`src/rtl/pipe_pkg.sv`:
```
// Shared pipeline constants: ID control-bundle bit map, RegDst codes.
// Imported by id_ex_stage and hazard_detect.
package pipe_pkg;

    localparam int CTRL_W = 24;

    // Control bundle, MSB first:
    // {ImmSrc, PCSrc[1:0], BranchOp[2:0], RegDst[1:0], ALUSrc[2:0],
    //  ALUOp[3:0], ExtOp, RegWrite, MemWrite, MemRead, MemToReg[1:0],
    //  jump_hazard, is_lb, pad}
    // The named fields fill bits 23..1; bit 0 is the reserved pad.
    localparam int IMMSRC_BIT   = 23;
    localparam int PCSRC_LSB    = 21;
    localparam int BRANCHOP_LSB = 18;
    localparam int REGDST_LSB   = 16;
    localparam int ALUSRC_LSB   = 13;
    localparam int ALUOP_LSB    = 9;
    localparam int EXTOP_BIT    = 8;
    localparam int REGWRITE_BIT = 7;
    localparam int MEMWRITE_BIT = 6;
    localparam int MEMREAD_BIT  = 5;
    localparam int MEMTOREG_LSB = 3;
    localparam int JUMPHAZ_BIT  = 2;
    localparam int ISLB_BIT     = 1;

    typedef enum logic [1:0] {
        REGDST_RT   = 2'b00,
        REGDST_RD   = 2'b01,
        REGDST_RA   = 2'b10,
        REGDST_NONE = 2'b11
    } regdst_e;

    localparam logic [4:0] RA_IDX = 5'd31;

    function automatic regdst_e reg_dst_of(
        input logic [CTRL_W-1:0] ctrl
    );
        return regdst_e'(ctrl[REGDST_LSB +: 2]);
    endfunction

endpackage

```
`src/rtl/id_ex_stage_hazard_detect.sv`:
```
// Load-use hazard, PC/IF-ID stall and IF-ID flush generation.
// In: reset, EX MemRead/dest reg, ID rs/rt/RegDst/MemWrite/jump, branch.
module hazard_detect
    import pipe_pkg::*;
(
    input  logic       reset,
    input  logic       ex_mem_read_i,
    input  logic [4:0] ex_wr_reg_i,
    input  logic [4:0] id_rs_i,
    input  logic [4:0] id_rt_i,
    input  logic [1:0] id_reg_dst_i,
    input  logic       id_mem_write_i,
    input  logic       id_jump_hazard_i,
    input  logic       branch_taken_i,
    output logic       stall_o,
    output logic       flush_ifid_o
);

    logic rt_is_src;
    logic load_use;
    logic stall;

    always_comb begin
        // rt is read by R-type (rd destination) and by stores
        rt_is_src = (regdst_e'(id_reg_dst_i) == REGDST_RD)
                  | id_mem_write_i;
        load_use  = ex_mem_read_i
                  & (ex_wr_reg_i != 5'd0)
                  & ((ex_wr_reg_i == id_rs_i)
                  | ((ex_wr_reg_i == id_rt_i) & rt_is_src));
        // a taken branch squashes the consumer, so no stall needed
        stall        = ~reset & load_use & ~branch_taken_i;
        stall_o      = stall;
        flush_ifid_o = ~reset
                     & (branch_taken_i | (id_jump_hazard_i & ~stall));
    end

endmodule

```
`src/rtl/id_ex_stage.sv`:
```
// ID/EX pipeline register with load-use bubble and branch squash.
// Ports: clk, reset (async high), id_* in, ex_* out, stall_o,
// flush_ifid_o, bubble_cnt_o. Macro ID_EX_PERF_CNT_EN adds the
// bubble counter; otherwise bubble_cnt_o is tied to zero.
module id_ex_stage
    import pipe_pkg::*;
#(
    parameter int DATA_W = 32
) (
    input  logic              clk,
    input  logic              reset,
    input  logic [CTRL_W-1:0] id_ctrl_i,
    input  logic [DATA_W-1:0] id_rs_data_i,
    input  logic [DATA_W-1:0] id_rt_data_i,
    input  logic [DATA_W-1:0] id_imm_i,
    input  logic [DATA_W-1:0] id_pc4_i,
    input  logic [4:0]        id_rs_i,
    input  logic [4:0]        id_rt_i,
    input  logic [4:0]        id_rd_i,
    input  logic [4:0]        id_shamt_i,
    input  logic              branch_taken_i,
    output logic [CTRL_W-1:0] ex_ctrl_o,
    output logic [DATA_W-1:0] ex_rs_data_o,
    output logic [DATA_W-1:0] ex_rt_data_o,
    output logic [DATA_W-1:0] ex_imm_o,
    output logic [DATA_W-1:0] ex_pc4_o,
    output logic [4:0]        ex_rs_o,
    output logic [4:0]        ex_rt_o,
    output logic [4:0]        ex_shamt_o,
    output logic [4:0]        ex_wr_reg_o,
    output logic              stall_o,
    output logic              flush_ifid_o,
    output logic [31:0]       bubble_cnt_o
);

    logic [CTRL_W-1:0] ex_ctrl_q, ex_ctrl_d;
    logic [DATA_W-1:0] ex_rs_data_q, ex_rs_data_d;
    logic [DATA_W-1:0] ex_rt_data_q, ex_rt_data_d;
    logic [DATA_W-1:0] ex_imm_q, ex_imm_d;
    logic [DATA_W-1:0] ex_pc4_q, ex_pc4_d;
    logic [4:0]        ex_rs_q, ex_rs_d;
    logic [4:0]        ex_rt_q, ex_rt_d;
    logic [4:0]        ex_rd_q, ex_rd_d;
    logic [4:0]        ex_shamt_q, ex_shamt_d;
    logic              bubble;

    hazard_detect u_hazard (
        .reset            (reset),
        .ex_mem_read_i    (ex_ctrl_q[MEMREAD_BIT]),
        .ex_wr_reg_i      (ex_wr_reg_o),
        .id_rs_i          (id_rs_i),
        .id_rt_i          (id_rt_i),
        .id_reg_dst_i     (id_ctrl_i[REGDST_LSB +: 2]),
        .id_mem_write_i   (id_ctrl_i[MEMWRITE_BIT]),
        .id_jump_hazard_i (id_ctrl_i[JUMPHAZ_BIT]),
        .branch_taken_i   (branch_taken_i),
        .stall_o          (stall_o),
        .flush_ifid_o     (flush_ifid_o)
    );

    always_comb begin
        bubble       = branch_taken_i | stall_o;
        // bubble zeroes control only; operand fields still flow
        ex_ctrl_d    = bubble ? '0 : id_ctrl_i;
        ex_rs_data_d = id_rs_data_i;
        ex_rt_data_d = id_rt_data_i;
        ex_imm_d     = id_imm_i;
        ex_pc4_d     = id_pc4_i;
        ex_rs_d      = id_rs_i;
        ex_rt_d      = id_rt_i;
        ex_rd_d      = id_rd_i;
        ex_shamt_d   = id_shamt_i;
    end

    always_ff @(posedge clk or posedge reset) begin
        if (reset) begin
            ex_ctrl_q    <= '0;
            ex_rs_data_q <= '0;
            ex_rt_data_q <= '0;
            ex_imm_q     <= '0;
            ex_pc4_q     <= '0;
            ex_rs_q      <= '0;
            ex_rt_q      <= '0;
            ex_rd_q      <= '0;
            ex_shamt_q   <= '0;
        end else begin
            ex_ctrl_q    <= ex_ctrl_d;
            ex_rs_data_q <= ex_rs_data_d;
            ex_rt_data_q <= ex_rt_data_d;
            ex_imm_q     <= ex_imm_d;
            ex_pc4_q     <= ex_pc4_d;
            ex_rs_q      <= ex_rs_d;
            ex_rt_q      <= ex_rt_d;
            ex_rd_q      <= ex_rd_d;
            ex_shamt_q   <= ex_shamt_d;
        end
    end

    always_comb begin
        ex_wr_reg_o = ex_rt_q;
        unique case (reg_dst_of(ex_ctrl_q))
            REGDST_RT:   ex_wr_reg_o = ex_rt_q;
            REGDST_RD:   ex_wr_reg_o = ex_rd_q;
            REGDST_RA:   ex_wr_reg_o = RA_IDX;
            REGDST_NONE: ex_wr_reg_o = 5'd0;
        endcase
    end

    assign ex_ctrl_o    = ex_ctrl_q;
    assign ex_rs_data_o = ex_rs_data_q;
    assign ex_rt_data_o = ex_rt_data_q;
    assign ex_imm_o     = ex_imm_q;
    assign ex_pc4_o     = ex_pc4_q;
    assign ex_rs_o      = ex_rs_q;
    assign ex_rt_o      = ex_rt_q;
    assign ex_shamt_o   = ex_shamt_q;

`ifdef ID_EX_PERF_CNT_EN
    logic [31:0] bubble_cnt_q, bubble_cnt_d;

    always_comb begin
        bubble_cnt_d = bubble_cnt_q + {31'd0, bubble};
    end

    always_ff @(posedge clk or posedge reset) begin
        if (reset) begin
            bubble_cnt_q <= '0;
        end else begin
            bubble_cnt_q <= bubble_cnt_d;
        end
    end

    assign bubble_cnt_o = bubble_cnt_q;
`else
    assign bubble_cnt_o = 32'd0;
`endif

endmodule

```
`config.mk`:
```
export PLATFORM = sky130hd
export DESIGN_NAME = id_ex_stage
export DESIGN_NICKNAME = d
export VERILOG_FILES = /design/src/rtl/pipe_pkg.sv /design/src/rtl/id_ex_stage_hazard_detect.sv /design/src/rtl/id_ex_stage.sv
export SDC_FILE = /design/constraint.sdc
export NUM_CORES = 1
export LEC_CHECK = 0
export CORE_AREA = 2 2 148 150
export CTS_CLUSTER_SIZE = 30
export DETAILED_ROUTE_END_ITERATION = 16
export DIE_AREA = 0 0 150 152
export MAX_ROUTING_LAYER = met4
export PLACE_DENSITY = 0.65
export SLEW_MARGIN = 20
export SYNTH_ARGS = -nofsm -noshare
export SYNTH_HDL_FRONTEND = slang
export SYNTH_SLANG_ARGS = --single-unit
```
`constraint.sdc`:
```
create_clock -name clk -period 5.9 [get_ports clk]
set_input_delay 0.885 -clock clk [delete_from_list [all_inputs] [get_ports clk]]
set_output_delay 0.885 -clock clk [all_outputs]
set_load 0.01 [all_outputs]
```
[Word-level counts from Yosys, hierarchy flattened]
Cells that the tools add are included.
Word-level totals
  flip-flop bits (word level): 172
  input port bits: 175
  output and inout port bits: 206
  word-level logic and storage cells: 33
Operators by class
  equality and inequality tests: 6
  multiplexer cells: 2
  bitwise logic cells: 14
  reduce and logical (&&, ||, !) cells: 2
Operator list (count)
  $mux W24: 1
  $pmux W5 S4: 1
  $eq A5 B5 Y1: 2
  $and A1 B1 Y1: 7
  $reduce_bool A5 Y1: 1
  $eq A2 B1 Y1 const B: 2
  $eq A2 B2 Y1 const B: 2
  $or A1 B1 Y1: 4
  $not A1 Y1: 3
  $logic_not A2 Y1: 1

[Longest topological paths before layout]
Gate-level depths: netlist (run 1).
  depth after elaboration: 12
  gate-level depth with buffers: 8
  gate-level depth less buffers: 6

[Modules after synthesis]
A second synthesis (run 1) with hierarchy kept.
Second synthesis, totals
  cells, all modules: 266
  area total of the unflattened synthesis: 4974.8 µm²
By module, submodules not included
  id_ex_stage: instances 1, cells an instance 244, area an instance 4812.1 µm², seq. area each 4304.1 µm²
  hazard_detect: instances 1, cells an instance 22, area an instance 162.7 µm², seq. area each 0.0 µm²

[Least setup slack after synthesis (run 1)]
No wires, ideal clock.
  path type: input -> output
  from: input port id_rs_i[2]
  to: output port stall_o
  data arrival time: 2.080 ns
  required time: 5.015 ns
  slack: 2.935 ns
  cell stages on the path: 5
  buffers on the path: 0
  cell sequence: and3_1 -> nor4_2 -> nand4_1 -> a211oi_4 -> nor2b_1
On the way
  longest elaborated chain between the ends: 5
RTL lines
  start, declared: RTL line id_ex_stage.sv:17  | input logic [4:0] id_rs_i,
  $eq A5 B5 Y1: RTL line id_ex_stage_hazard_detect.sv:29  | & ((ex_wr_reg_i == id_rs_i)
  $or A1 B1 Y1: RTL line id_ex_stage_hazard_detect.sv:30  | | ((ex_wr_reg_i == id_rt_i) & rt_is_src));
  $and A1 B1 Y1: RTL line id_ex_stage_hazard_detect.sv:29
  $and A1 B1 Y1 (2 in series): RTL line id_ex_stage_hazard_detect.sv:32  | stall = ~reset & load_use & ~branch_taken_i;
  end, declared: RTL line id_ex_stage.sv:31  | output logic stall_o,
Every way passes these cells.

[Worst setup path after layout (run 1)]
Same ends and word-level chain as after synthesis.

==> results of run 1 <==
-- flip-flops by register name, summed over array words and instances (netlist names) --
signal	cells
ex_ctrl_o	24
ex_imm_o	32
ex_pc4_o	32
ex_rd_q	5
ex_rs_data_o	32
ex_rs_o	5
ex_rt_data_o	32
ex_rt_o	5
ex_shamt_o	5
-- layer usage --
metal | vias up | track usage (%) | routed length (um)
li1 | 1582 | - | -
met1 | 1778 | 17.7 | 6730
met2 | 190 | 25.9 | 8880
met3 | 15 | 4.77 | 1300
met4 | 0 | 4.31 | 265
met5 | - | - | 0
-- logic make-up (layout without fill, tap and decap cells) --
| group | count (synthesis) | after routing | share of synthesized area (%) |
|---|---|---|---|
| AND/OR/NAND/NOR | 48 | 48 | 8.63 |
| AO/OA/AOI/OAI | 14 | 14 | 2.50 |
| other | 1 | 33 | 0.0715 |
| XOR/XNOR | 5 | 5 | 0.834 |
| flip-flops | 172 | 172 | 82.0 |
| buffers and inverters | 42 | 386 | 5.94 |
-- layout by cell type (no fill, tap or decap), drive strengths merged, types with 5 or more instances in the layout --
| cell type | Yosys | routed |
|---|---|---|
| and3 | 5 | 5 |
| nor3b | 23 | 23 |
| inv | 2 | 9 |
| buf | 37 | 5 |
| clkdlybuf4s50 | 0 | 347 |
| a21oi | 7 | 7 |
| clkbuf | 3 | 17 |
| xnor2 | 5 | 5 |
| clkinv | 0 | 6 |
| conb | 1 | 32 |
| dfrtp | 172 | 172 |
-- power breakdown --
group          internal [W]  switching, W
Clock              0.000622      0.000553
Sequential          0.00124     0.0000207
Combinational      0.000225      0.000138
Total               0.00208      0.000712
-- cell type report --
class,count,share of cell area (%)
sequential,172,45.0
timing repair buffer,352,36.7
multi-input combinational,99,7.83
clock buffer,17,4.45
tap,280,3.67
clock inverter,15,2.16
inverter,2,0.131
antenna,1,0.0262
-- how the worst min path moves through the flow --
stage / slack [ns] / depth (start not counted) / start / end
floorplan: 0.73 / 3 / ex_ctrl_o[5] / ex_ctrl_o[0]
detailed placement: 1.10 / 4 / ex_ctrl_o[5] / ex_ctrl_o[21]
finish: 0.89 / 1 / id_rt_data_i[5] / ex_rt_data_o[5]
CTS: 0.87 / 1 / id_imm_i[22] / ex_imm_o[22]
global placement: 1.10 / 4 / ex_ctrl_o[5] / ex_ctrl_o[9]
global route: 0.86 / 1 / id_imm_i[3] / ex_imm_o[3]
-- metrics by stage --
step	instances	power [W]	hold WS, ns	util, %	instance area (um2)
final	938	0.00280	0.887	44.8	9560
after global routing	938	0.00292	0.857	44.8	9560
after CTS	937	0.00284	0.866	44.8	9560
after detailed placement	905	0.00165	1.10	41.8	8920
after global placement	905	0.00165	1.10	41.8	8920
after floorplan	313	0.00140	0.729	-	5360
-- worst max-delay path, delay by kind of cell --
| family | cells | cell delay (ns) |
|---|---|---|
| buffers and inverters | 2 | 0.98 |
| AND/OR/NAND/NOR | 4 | 0.82 |
| AO/OA/AOI/OAI | 1 | 0.43 |
==> impl_metrics.py, run 1 <==
metrics = {
    "finish": {
        "nNetsFinal": 819,
        "synthToLayoutAreaGrowth_pct": 82.1,
        "multiInputGateArea_um2": 748,
        "drive_gt1_share_pct": 10.4,
        "regArea_um2": 4300,
        "fill_cells": 1953,
    },
    "setup_path": {
        "rr_startpoint": "ex_ctrl_o[16]",
        "crit_fanout": 3,
        "crit_slowest_cell": "clkdlybuf4s50_1",
        "critPathLaunchType": "primary input",
        "worstSetupPathType": "primary input to output pin",
        "crit_top_cell": "clkdlybuf4s50_1",
        "r2r_setup_slack_ns": 3.27,
        "slowest_delay_ns": 0.54,
        "crit_end": "stall_o",
        "r2r_cells": 7,
        "cp_cell_sequence": "clkdlybuf4s50_1 -> and3_1 -> nor4_2 -> nand4_1 -> a211oi_4 -> nor2b_1 -> clkdlybuf4s50_1",
        "r2r-end": "ex_ctrl_o[16]",
        "worstPathArrival_ns": 3.12,
        "cp-end-kind": "output pin",
        "cp.required_ns": 5.02,
        "startpoint": "id_rs_i[2]",
    },
    "floorplanning": {
        "coreArea_um2": 21400,
        "start_util_pct": 24.6,
        "die_h_um": 152,
        "die-width_um": 150,
        "dieArea_um2": 22800,
        "rows": 54,
        "pin_count": 381,
    },
    "outcome": {
        "outcome": "completed",
    },
    "logic_synthesis": {
        "ys_warn_count": 0,
        "syn_area_um2": 5250,
        "async_reset_ff_share_pct": 100,
        "synth_common_cells": "dfrtp_1, buf_4, nor3b_2, a21oi_1",
        "yosysSeqAreaShare_pct": 82.0,
        "synth_top_area_cell": "dfrtp_1",
        "synth_area_leaders": "dfrtp_1, buf_4, nor3b_2",
        "yosysUniqueCellTypes": 30,
        "synth.most_common_cell": "dfrtp_1",
        "yosys_register_bits": 172,
        "yosys.area.top_type_share_pct": 82.0,
        "synth_enable_flop_cells": 0,
        "syn-instance-count": 282,
        "syn_avg_cell_area_um2": 18.6,
        "synth-main-ff-cell": "dfrtp_1",
    },
    "global_routing": {
        "grt_pass1_wl_um": 24400,
        "grt_overflow_total": 0,
        "grt_max_degree": 87,
        "grt_pass1_vias": 3677,
        "antenna_found_initial": 2,
        "grtUsageTotal_pct": 15.4,
    },
    "sta": {
        "slew_viol_final": 0,
        "setup_ws_ns": 1.89,
        "period_needed_ns": 4.01,
        "fin_setup_tns_ns": 0,
        "hold_viol": 0,
        "setup_violations": 0,
        "clock_skew_ns": 0.0172,
        "worst_pin_slew_ns": 0.793,
        "rsz0062_at_grt": "false",
        "max_freq_mhz": 250,
        "relSlewSlack_pct": 47.1,
        "fin_crit_sh_pct": 67.9,
    },
    "clock_tree": {
        "clk_pin_slew_ns": 0.08,
        "post-cts-setup-buffer-count": 0,
        "cts_sinks": 172,
        "tritoncts": "yes",
        "clock_path_buffers": 2,
        "cts_root_buffer": "clkbuf_16",
        "cts-buffers-inserted": 17,
        "insertion_delay_ns": 0.43,
        "ctsHoldBuffers": 0,
        "htreeDepth": 4,
        "cts.repair.resized": 0,
    },
    "drt": {
        "drc_errors": 0,
        "drt-initial-drc-count": 96,
        "wl_um": 17200,
        "ant_nets": 0,
        "viasPerCell": 3.80,
        "dr.pass1.iters": 4,
        "wl_per_cell_um": 18.3,
        "vias": 3565,
    },
    "placed_design": {
        "dp_hpwl_um": 13600,
        "place_ws_ns": 1.91,
        "place.gp.congestion": 0.789,
        "port_buffers": 348,
    },
    "power": {
        "ir_worst_vdd_v": 0.000178,
        "p_per_area_nw_per_um2": 293,
        "power.leakage_nw": 4.06,
    },
    "run": {
        "cap_viol_max_count": 0,
    },
    "min_path": {
        "worstHoldPathType": "primary input to register",
    },
}
Note: power is estimated with default switching activity, not from simulation.
==> run 2, diff against run 1 <==
--- a/config.mk
+++ b/config.mk
@@ -10,7 +10,7 @@
 export DETAILED_ROUTE_END_ITERATION = 16
 export DIE_AREA = 0 0 150 152
 export MAX_ROUTING_LAYER = met4
-export PLACE_DENSITY = 0.65
+export PLACE_DENSITY = 0.63
 export SLEW_MARGIN = 20
 export SYNTH_ARGS = -nofsm -noshare
 export SYNTH_HDL_FRONTEND = slang
==> constraint.sdc (replaced) <==
create_clock -name clk -period 3.75 [get_ports clk]
set_input_delay 0.5625 -clock clk [delete_from_list [all_inputs] [get_ports clk]]
set_output_delay 0.5625 -clock clk [all_outputs]
set_load 0.01 [all_outputs]
==> run 2 against run 1 <==
Compared with the run above:
- worst hold slack got worse by 0.32 ns
- critical endpoint is now flush_ifid_o
- utilization about the same
- clock-buffer cell count unchanged
- critical path depth unchanged
- largest power group unchanged
==> impl_metrics.py, run 2 (synthesized netlist as in run 1, its figures left out) <==
metrics = {
    "finish": {
        "drive_gt1_share_pct": 10.5,
        "fill_cells": 1926,
        "layout_commonest_cell": "clkdlybuf4s50_1",
        "final_area_um2": 9570,
        "fin_util_pct": 44.8,
        "nNetsFinal": 818,
        "synthToLayoutAreaGrowth_pct": 82.3,
        "layout_common_cells": "clkdlybuf4s50_1, dfrtp_1, conb_1",
    },
    "setup_path": {
        "cp-end-kind": "output pin",
        "r2r_setup_slack_ns": 1.26,
        "critPathLaunchType": "register",
        "crit_fanout": 11,
        "startpoint": "ex_ctrl_o[17]",
        "rr_startpoint": "ex_ctrl_o[17]",
        "r2r_cells": 7,
        "cp.required_ns": 3.19,
        "worstPathArrival_ns": 2.94,
        "r2r-end": "ex_ctrl_o[23]",
        "worstSetupPathType": "register to output pin",
    },
    "sta": {
        "relSlewSlack_pct": 41.9,
        "worst_pin_slew_ns": 0.872,
        "fin_crit_sh_pct": 93.3,
        "hold_viol": 0,
        "fin_setup_tns_ns": 0,
        "period_needed_ns": 3.50,
        "setup_ws_ns": 0.250,
        "rsz0062_at_grt": "false",
        "clock_skew_ns": 0.0126,
        "max_freq_mhz": 286,
        "setup_violations": 0,
        "slew_viol_final": 0,
    },
    "floorplanning": {
        "start_util_pct": 24.6,
        "coreArea_um2": 21400,
        "rows": 54,
        "pin_count": 381,
        "die_h_um": 152,
        "die-width_um": 150,
        "dieArea_um2": 22800,
    },
    "drt": {
        "ant_nets": 0,
        "vias": 3562,
        "wl_per_cell_um": 18.0,
        "dr.pass1.iters": 4,
        "viasPerCell": 3.80,
        "drc_errors": 0,
        "drt-initial-drc-count": 133,
        "wl_um": 16900,
    },
    "placed_design": {
        "port_buffers": 348,
        "place.gp.congestion": 0.854,
        "dp_hpwl_um": 13500,
        "placed_area_um2": 8930,
        "place_ws_ns": 0.414,
    },
    "power": {
        "power.leakage_nw": 4.05,
        "p_int_w": 0.00328,
        "ir_worst_vdd_v": 0.000270,
        "power_switching_w": 0.00109,
        "p_sw_share_pct": 25.0,
        "p_per_area_nw_per_um2": 457,
        "p_clk_share_pct": 41.6,
        "power_frac_comb_pct": 13.0,
        "seqPwrFrac_pct": 45.3,
    },
    "min_path": {
        "holdPathStages": 1,
        "worstHoldStart": "id_rs_data_i[24]",
        "whs_endpoint": "ex_rs_data_o[24]",
        "worstHoldPathType": "primary input to register",
    },
    "global_routing": {
        "antenna_found_initial": 1,
        "grt_pass1_wl_um": 24400,
        "grt_max_degree": 104,
        "grt_pass1_vias": 3826,
        "grt_overflow_total": 0,
        "grtUsageTotal_pct": 15.2,
    },
    "run": {
        "cap_viol_max_count": 0,
    },
    "clock_tree": {
        "ctsHoldBuffers": 0,
        "tritoncts": "yes",
        "clock_path_buffers": 2,
        "htreeDepth": 4,
        "cts_root_buffer": "clkbuf_16",
        "cts_sinks": 172,
        "insertion_delay_ns": 0.42,
        "clk_pin_slew_ns": 0.08,
        "cts-buffers-inserted": 17,
    },
    "outcome": {
        "outcome": "completed",
    },
}
[run 2: changes by cell type in the layout (fill, tap and decap cells not counted)]
| cell | before | now |
|---|---|---|
| buf_4 | 4 | 2 |
| dfrtp_1 | 172 | 170 |
| dfrtp_2 | 0 | 2 |
| buf_12 | 0 | 1 |
| clkinv_4 | 2 | 3 |
| inv_6 | 2 | 1 |
[run 2: power by group through the flow]
stage / Combinational, W / Sequential [W] / Clock (W)
final: 0.000570 / 0.00198 / 0.00182
after global routing: 0.000608 / 0.00199 / 0.00197
after CTS: 0.000580 / 0.00198 / 0.00189
after detailed placement: 0.000576 / 0.00202 / 0
after global placement: 0.000571 / 0.00202 / 0
after floorplan: 0.000132 / 0.00206 / 0
[run 2: through the flow]
| step | hold slack, ns | total power (W) | instances |
|---|---|---|---|
| 3_3_place_gp | 1.01 | 0.00259 | 904 |
| 2_1_floorplan | 0.594 | 0.00220 | 313 |
| 6_report | 0.571 | 0.00438 | 937 |
| 3_5_place_dp | 1.01 | 0.00260 | 904 |
| 5_1_grt | 0.539 | 0.00457 | 937 |
| 4_1_cts | 0.544 | 0.00445 | 936 |
[run 2: worst max-delay path by stage]
stage | end | slack (ns) | cells past startpoint
2_1_floorplan | ex_ctrl_o[0] | 0.99 | 1
3_3_place_gp | stall_o | 0.39 | 7
3_5_place_dp | stall_o | 0.41 | 7
4_1_cts | flush_ifid_o | 0.06 | 7
5_1_grt | stall_o | 0.05 | 7
6_report | flush_ifid_o | 0.25 | 7
[run 2: final cells by class]
| cell class | instances | area [um2] | area share, % |
|---|---|---|---|
| Multi-Input combinational cell | 99 | 748 | 7.82 |
| Clock buffer | 17 | 425 | 4.45 |
| Timing Repair Buffer | 351 | 3510 | 36.7 |
| Inverter | 2 | 11.3 | 0.118 |
| Sequential cell | 172 | 4310 | 45.0 |
| Antenna cell | 1 | 2.50 | 0.0262 |
| Tap cell | 280 | 350 | 3.66 |
| Clock inverter | 15 | 208 | 2.17 |
[run 2: critical path: stages, from the launching register on]
cell and delay (ns):
dfrtp_2 0.51, o21bai_2 0.21, nand2_1 0.14, or4_4 0.58
o21ai_4 0.17, a211oi_1 0.10, nor3_1 0.24, clkdlybuf4s50_1 0.58
[run 2: layer usage]
layer	vias to the layer above	wire length, um	track usage [%]
met2	196	8970	26.0
met1	1764	6060	16.1
met3	24	1390	5.02
li1	1578	-	-
met4	0	433	5.88
met5	-	0	-
[run 2: timing repair]
action,in CTS,in global routing
gates resized for setup,0,2
setup buffers,0,0
setup endpoints to repair,0,2
==> patch 1 (settings of run 2) <==
Change the parameter `DATA_W` from 32 to 16.
--- a/src/rtl/id_ex_stage.sv
+++ b/src/rtl/id_ex_stage.sv
@@ -5,7 +5,7 @@
 module id_ex_stage
     import pipe_pkg::*;
 #(
-    parameter int DATA_W = 32
+    parameter int DATA_W = 16
 ) (
     input  logic              clk,
     input  logic              reset,
Interface: changed (8 resized); port bits go from 381 to 253. No check against the original RTL was run, so the function may have changed too.
==> patch 1 against run 2 <==
Synthesized area decreased by 31%; sequential power decreased by 37%; synthesized cell count decreased by 23%; sequential cell count decreased by 64; cell area decreased by 34%; setup slack improved by 0.056 ns; critical path depth unchanged; total power decreased by 40%; clock skew decreased by 0.0013 ns; cell count decreased by 22%; wire length decreased by 35%; clock power decreased by 45%.
==> patch 1: results (changes against run 2) <==
slowest_stage_delay_on_critical_path_ns: 0.60  # +0.02 ns
grt_first_pass_wirelength_mm: 15.9  # -35%
drt-total-wl_mm: 11.0  # -35%
dpl-instance-area_sq_mm: 0.00604  # -32%
power.switching_mw: 0.688  # -37%
synthArstFlopShare_pct: 100  # unchanged
worst_clock_skew_ns: 0.0114  # -0.00126 ns
worst-slew-pin-transition_ns: 0.670  # -0.202 ns
detailedRoute.firstIterationViolations: 81  # -39%
outcome: "complete, no violations"
xor_xnor_portion_of_the_synthesized_cell_area_pct: 1.20  # +0.37 points
worst_ep_arrival_time_ns: 2.88  # -0.06 ns
cellLeakagePower_nw: 2.65  # -35%
maximum_number_of_pins_on_one_net_before_global_route_repair: 58  # -44%
ys_top_cells_by_area: "dfrtp_1 74%, buf_4 6.8%, nor3b_2 6.5%"
synth_compound_gate_area_share_pct: 3.60  # +1.1 points
place_hpwl_mm: 8.50  # -37%
synth_common_cells: "108 x dfrtp_1, 33 x buf_4, 19 x nor3b_2"
antenna_cells: 0  # -1
grt_pass1_vias: 2487  # -35%
min_from: "id_rs_data_i[8]"
hold_ep: "ex_rs_data_o[8]$_DFF_PP0_"
ys_seq_area_share_pct: 74.1  # -7.9 points
worst_path_max_delay_cell: "clkdlybuf4s50_1"
irDropWorstVdd_v: 0.000172  # -36%
finalNetCount: 554  # -32%
number_of_antenna_violations_at_the_first_check_in_global_routing: 0  # -1
port-buffer-count: 220  # -37%
fillCellCount: 2176  # +13%
tritoncts_buffer_count: 9  # -8
clk-insertion-delay-late_ns: 0.35  # -0.07 ns
globalplace.congestion: 0.750  # -12%
patch 1: changes by cell type after synthesis, sizes merged:
cell,delta
dfrtp,-64
patch 1: worst max path at each step:
stage | endpoint | slack (ns) | startpoint | cells after the start
4_1_cts | flush_ifid_o | 0.09 | ex_ctrl_o[16]$_DFF_PP0_ | 7
3_5_place_dp | stall_o | 0.38 | id_rs_i[2] | 7
3_3_place_gp | stall_o | 0.36 | id_rs_i[2] | 7
2_1_floorplan | ex_ctrl_o[0]$_DFF_PP0_ | 0.34 | reset | 1
5_1_grt | stall_o | 0.05 | ex_ctrl_o[17]$_DFF_PP0_ | 7
6_report | flush_ifid_o | 0.31 | ex_ctrl_o[17]$_DFF_PP0_ | 7
patch 1: power groups by stage:
stage / clock network, mW / registers, mW / logic (mW)
after floorplan: 0 / 1.30 / 0.122
after global placement: 0 / 1.27 / 0.395
after detailed placement: 0 / 1.27 / 0.397
after CTS: 1.05 / 1.25 / 0.399
after global routing: 1.09 / 1.25 / 0.422
final: 0.994 / 1.25 / 0.391
patch 1: what timing repair did:
action / CTS / global route
gates resized for setup: 0 / 2
hold endpoints to repair: 0 / 0
endpoints found under the setup margin: 0 / 2
patch 1: cell type report:
type                            instances  area share [%]
Sequential cell                       108            42.6
Timing Repair Buffer                  223            35.1
Multi-Input combinational cell         99            11.8
Tap cell                              280            5.52
Clock buffer                            9            3.55
Clock inverter                          7            1.28
Inverter                                2           0.158
patch 1: cell families after synthesis:
logic type / count (synthesis)
flops: 108
other cells: 1
xor+xnor: 5
buf+inv: 42
compound gates: 14
simple gates: 48
patch 1: through the flow:
| step | cells | hold slack (ns) | setup WS, ns | total power, mW | util [%] |
|---|---|---|---|---|---|
| after global placement | 712 | 1.01 | 0.360 | 1.66 | 28.3 |
| final | 728 | 0.636 | 0.306 | 2.63 | 29.8 |
| after global routing | 728 | 0.618 | 0.0494 | 2.76 | 29.8 |
| after floorplan | 249 | 0.594 | 0.342 | 1.42 | - |
| after detailed placement | 712 | 1.01 | 0.381 | 1.67 | 28.3 |
| after CTS | 728 | 0.610 | 0.0875 | 2.70 | 29.7 |
patch 1: per-layer routing:
layer	wire [um]	GRT usage, %
met1	4430	11.6
met3	940	2.94
met5	0	-
met4	144	3.55
met2	5490	16.0
==> patch 2 (settings of run 2) <==
Without the edit above. Take the reset off `ex_rt_data_q` and load it in a clocked block of its own.
--- a/src/rtl/id_ex_stage.sv
+++ b/src/rtl/id_ex_stage.sv
@@ -76,7 +76,6 @@
         if (reset) begin
             ex_ctrl_q    <= '0;
             ex_rs_data_q <= '0;
-            ex_rt_data_q <= '0;
             ex_imm_q     <= '0;
             ex_pc4_q     <= '0;
             ex_rs_q      <= '0;
@@ -86,7 +85,6 @@
         end else begin
             ex_ctrl_q    <= ex_ctrl_d;
             ex_rs_data_q <= ex_rs_data_d;
-            ex_rt_data_q <= ex_rt_data_d;
             ex_imm_q     <= ex_imm_d;
             ex_pc4_q     <= ex_pc4_d;
             ex_rs_q      <= ex_rs_d;
@@ -94,6 +92,10 @@
             ex_rd_q      <= ex_rd_d;
             ex_shamt_q   <= ex_shamt_d;
         end
+    end
+
+    always_ff @(posedge clk) begin
+        ex_rt_data_q <= ex_rt_data_d;
     end
 
     always_comb begin
Check against the original RTL: not equivalent (a bounded check fails within 4 cycles, from zero or initial values and one cycle with reset high).
==> patch 2 against run 2 <==
Critical path type unchanged; count of clock-buffer cells in the layout is the same; wire length grew 0.73%; clock skew shrank 0.0045 ns; critical path depth is the same; cell area shrank 1.3%; setup slack lost 0.052 ns; total power grew 0.13%; non-clock buffer count grew 3; sequential cell count is the same; highest routed layer unchanged; sequential share of layout area shrank 1.1 points; synthesized area shrank 3.1%.
==> patch 2: results (changes against run 2) <==
timing.critical_path.to: "stall_o"
synthArstFlopShare_pct: 81.4  # -19 points
clkSlewWorstSetupHoldPaths_ns: 0.08  # about the same
worst_ep_arrival_time_ns: 2.99  # +0.05 ns
worst_clock_skew_ns: 0.00816  # -0.00448 ns
grt_util_met2_pct: 26.0  # unchanged
grtUsageTotal_pct: 15.1  # -0.087 points
cellInternalPower_mw: 3.28  # about the same
grt_first_pass_wirelength_mm: 24.2  # -1.0%
worst_path_max_delay_cell: "clkdlybuf4s50_1"
grt_util_met3_pct: 5.29  # +0.27 points
worst-slew-pin-transition_ns: 0.503  # -0.369 ns
vias: 3506  # -1.6%
yosys_warnings: 0  # unchanged
globalplace.congestion: 0.856  # +0.20%
hold-worst-slack_ns: 0.565  # -0.00617 ns
post_route_cells_drive_above_1_share_pct: 10.8  # +0.26 points
irDropWorstVdd_v: 0.000271  # +0.64%
cts_max_path_buffers: 2  # unchanged
regToRegSetupSlack_ns: 1.27
drt-total-wl_mm: 17.0  # +0.73%
finalNetCount: 821  # +0.37%
port-buffer-count: 348  # unchanged
worst_setup_path_startpoint: "ex_ctrl_o[17]$_DFF_PP0_"
drt_first_pass_iters: 4  # unchanged
floorplan.initialDensity_pct: 23.8  # -0.75 points
slowest_stage_delay_on_critical_path_ns: 0.56  # -0.02 ns
tritoncts_buffer_count: 17  # unchanged
cellLeakagePower_nw: 3.97  # -2.1%
hp-class: "input pin to flop"
maximum_number_of_pins_on_one_net_before_global_route_repair: 58  # -44%
hold_critical_path_depth: 1  # unchanged
synth_ff_type: "dfrtp_1"
detailedRoute.firstIterationViolations: 85  # -36%
post_synth_num_cell_types: 31  # +3.3%
ys_seq_area_share_pct: 81.5  # -0.57 points
post-cts-setup-buffers: 0  # unchanged
timing.reg2reg.worst_path_depth: 7  # unchanged
path_delay_family: "simple AND/OR/NAND/NOR gates"
groute.layer.met1.usage_pct: 15.8  # -0.23 points
clk-insertion-delay-late_ns: 0.42  # about the same
place_hpwl_mm: 13.7  # +1.2%
synth_common_cells: "140 x dfrtp_1, 33 x buf_4, 32 x dfxtp_1"
r2r_end: "ex_ctrl_o[16]$_DFF_PP0_"
crit_fanout: 11  # unchanged
ys_top_cells_by_area: "dfrtp_1 69%, dfxtp_1 13%, buf_4 4.9%"
clock-root-buffer: "clkbuf_16"
grt_pass1_vias: 3778  # -1.3%
outcome: "complete, no violations"
fillCellCount: 1952  # +1.3%
cts_h_tree_depth: 4  # unchanged
post_route_drc_violation_count: 0  # unchanged
number_of_antenna_violations_at_the_first_check_in_global_routing: 1  # unchanged
==> patch 2: through the flow <==
step | util [%] | worst slack, ns | std cells | area, sq um
floorplan | - | 1.24 | 313 | 5210
global placement | 41.3 | 0.376 | 907 | 8810
detailed placement | 41.3 | 0.387 | 907 | 8810
CTS | 44.2 | 0.0108 | 939 | 9440
global route | 44.2 | 0.00744 | 940 | 9450
finish | 44.2 | 0.197 | 940 | 9450
==> patch 2: worst min path at each step <==
stage	from	endpoint
floorplan	id_rt_data_i[0]	ex_rt_data_o[0]$_DFF_P_
global placement	id_rs_data_i[11]	ex_rs_data_o[11]$_DFF_PP0_
detailed placement	id_rs_data_i[29]	ex_rs_data_o[29]$_DFF_PP0_
CTS	id_imm_i[25]	ex_imm_o[25]$_DFF_PP0_
global route	id_rt_data_i[22]	ex_rt_data_o[22]$_DFF_P_
finish	id_imm_i[25]	ex_imm_o[25]$_DFF_PP0_
==> patch 2: power groups by stage <==
stage	sequential (mW)	clock, mW	combinational, mW
after floorplan	2.06	0	0.127
after global placement	2.01	0	0.571
after detailed placement	2.02	0	0.577
after CTS	1.98	1.89	0.581
after global routing	1.99	1.98	0.608
final	1.98	1.83	0.571
==> patch 2: cells by family after synthesis <==
kind of cell	after synthesis	share of synthesized area, %
flip-flops	172	81.5
AND/OR/NAND/NOR	48	8.90
buffers and inverters	42	6.12
AO/OA/AOI/OAI	14	2.58
XOR/XNOR	5	0.861
other	1	0.0737
==> patch 2: per-layer routing <==
metal	part of all wire (%)	vias up
met4	1.6	0
li1	-	1585
met3	8.4	16
met1	36	1719
met2	54	186
met5	0	-
==> patch 2: layout make-up <==
class / count / share of cell area, %
diodes: 1 / 0.0265
clock inverters: 15 / 2.20
clock buffers: 17 / 4.50
repair buffers: 354 / 37.6
well taps: 280 / 3.71
multi-input cells: 99 / 7.92
flip-flops and latches: 172 / 43.9
inverters: 2 / 0.119
==> patch 2: timing repair <==
action | in CTS | in global routing
resized for setup | 0 | 2
setup endpoints to repair | 0 | 2
hold buffers | 0 | 0
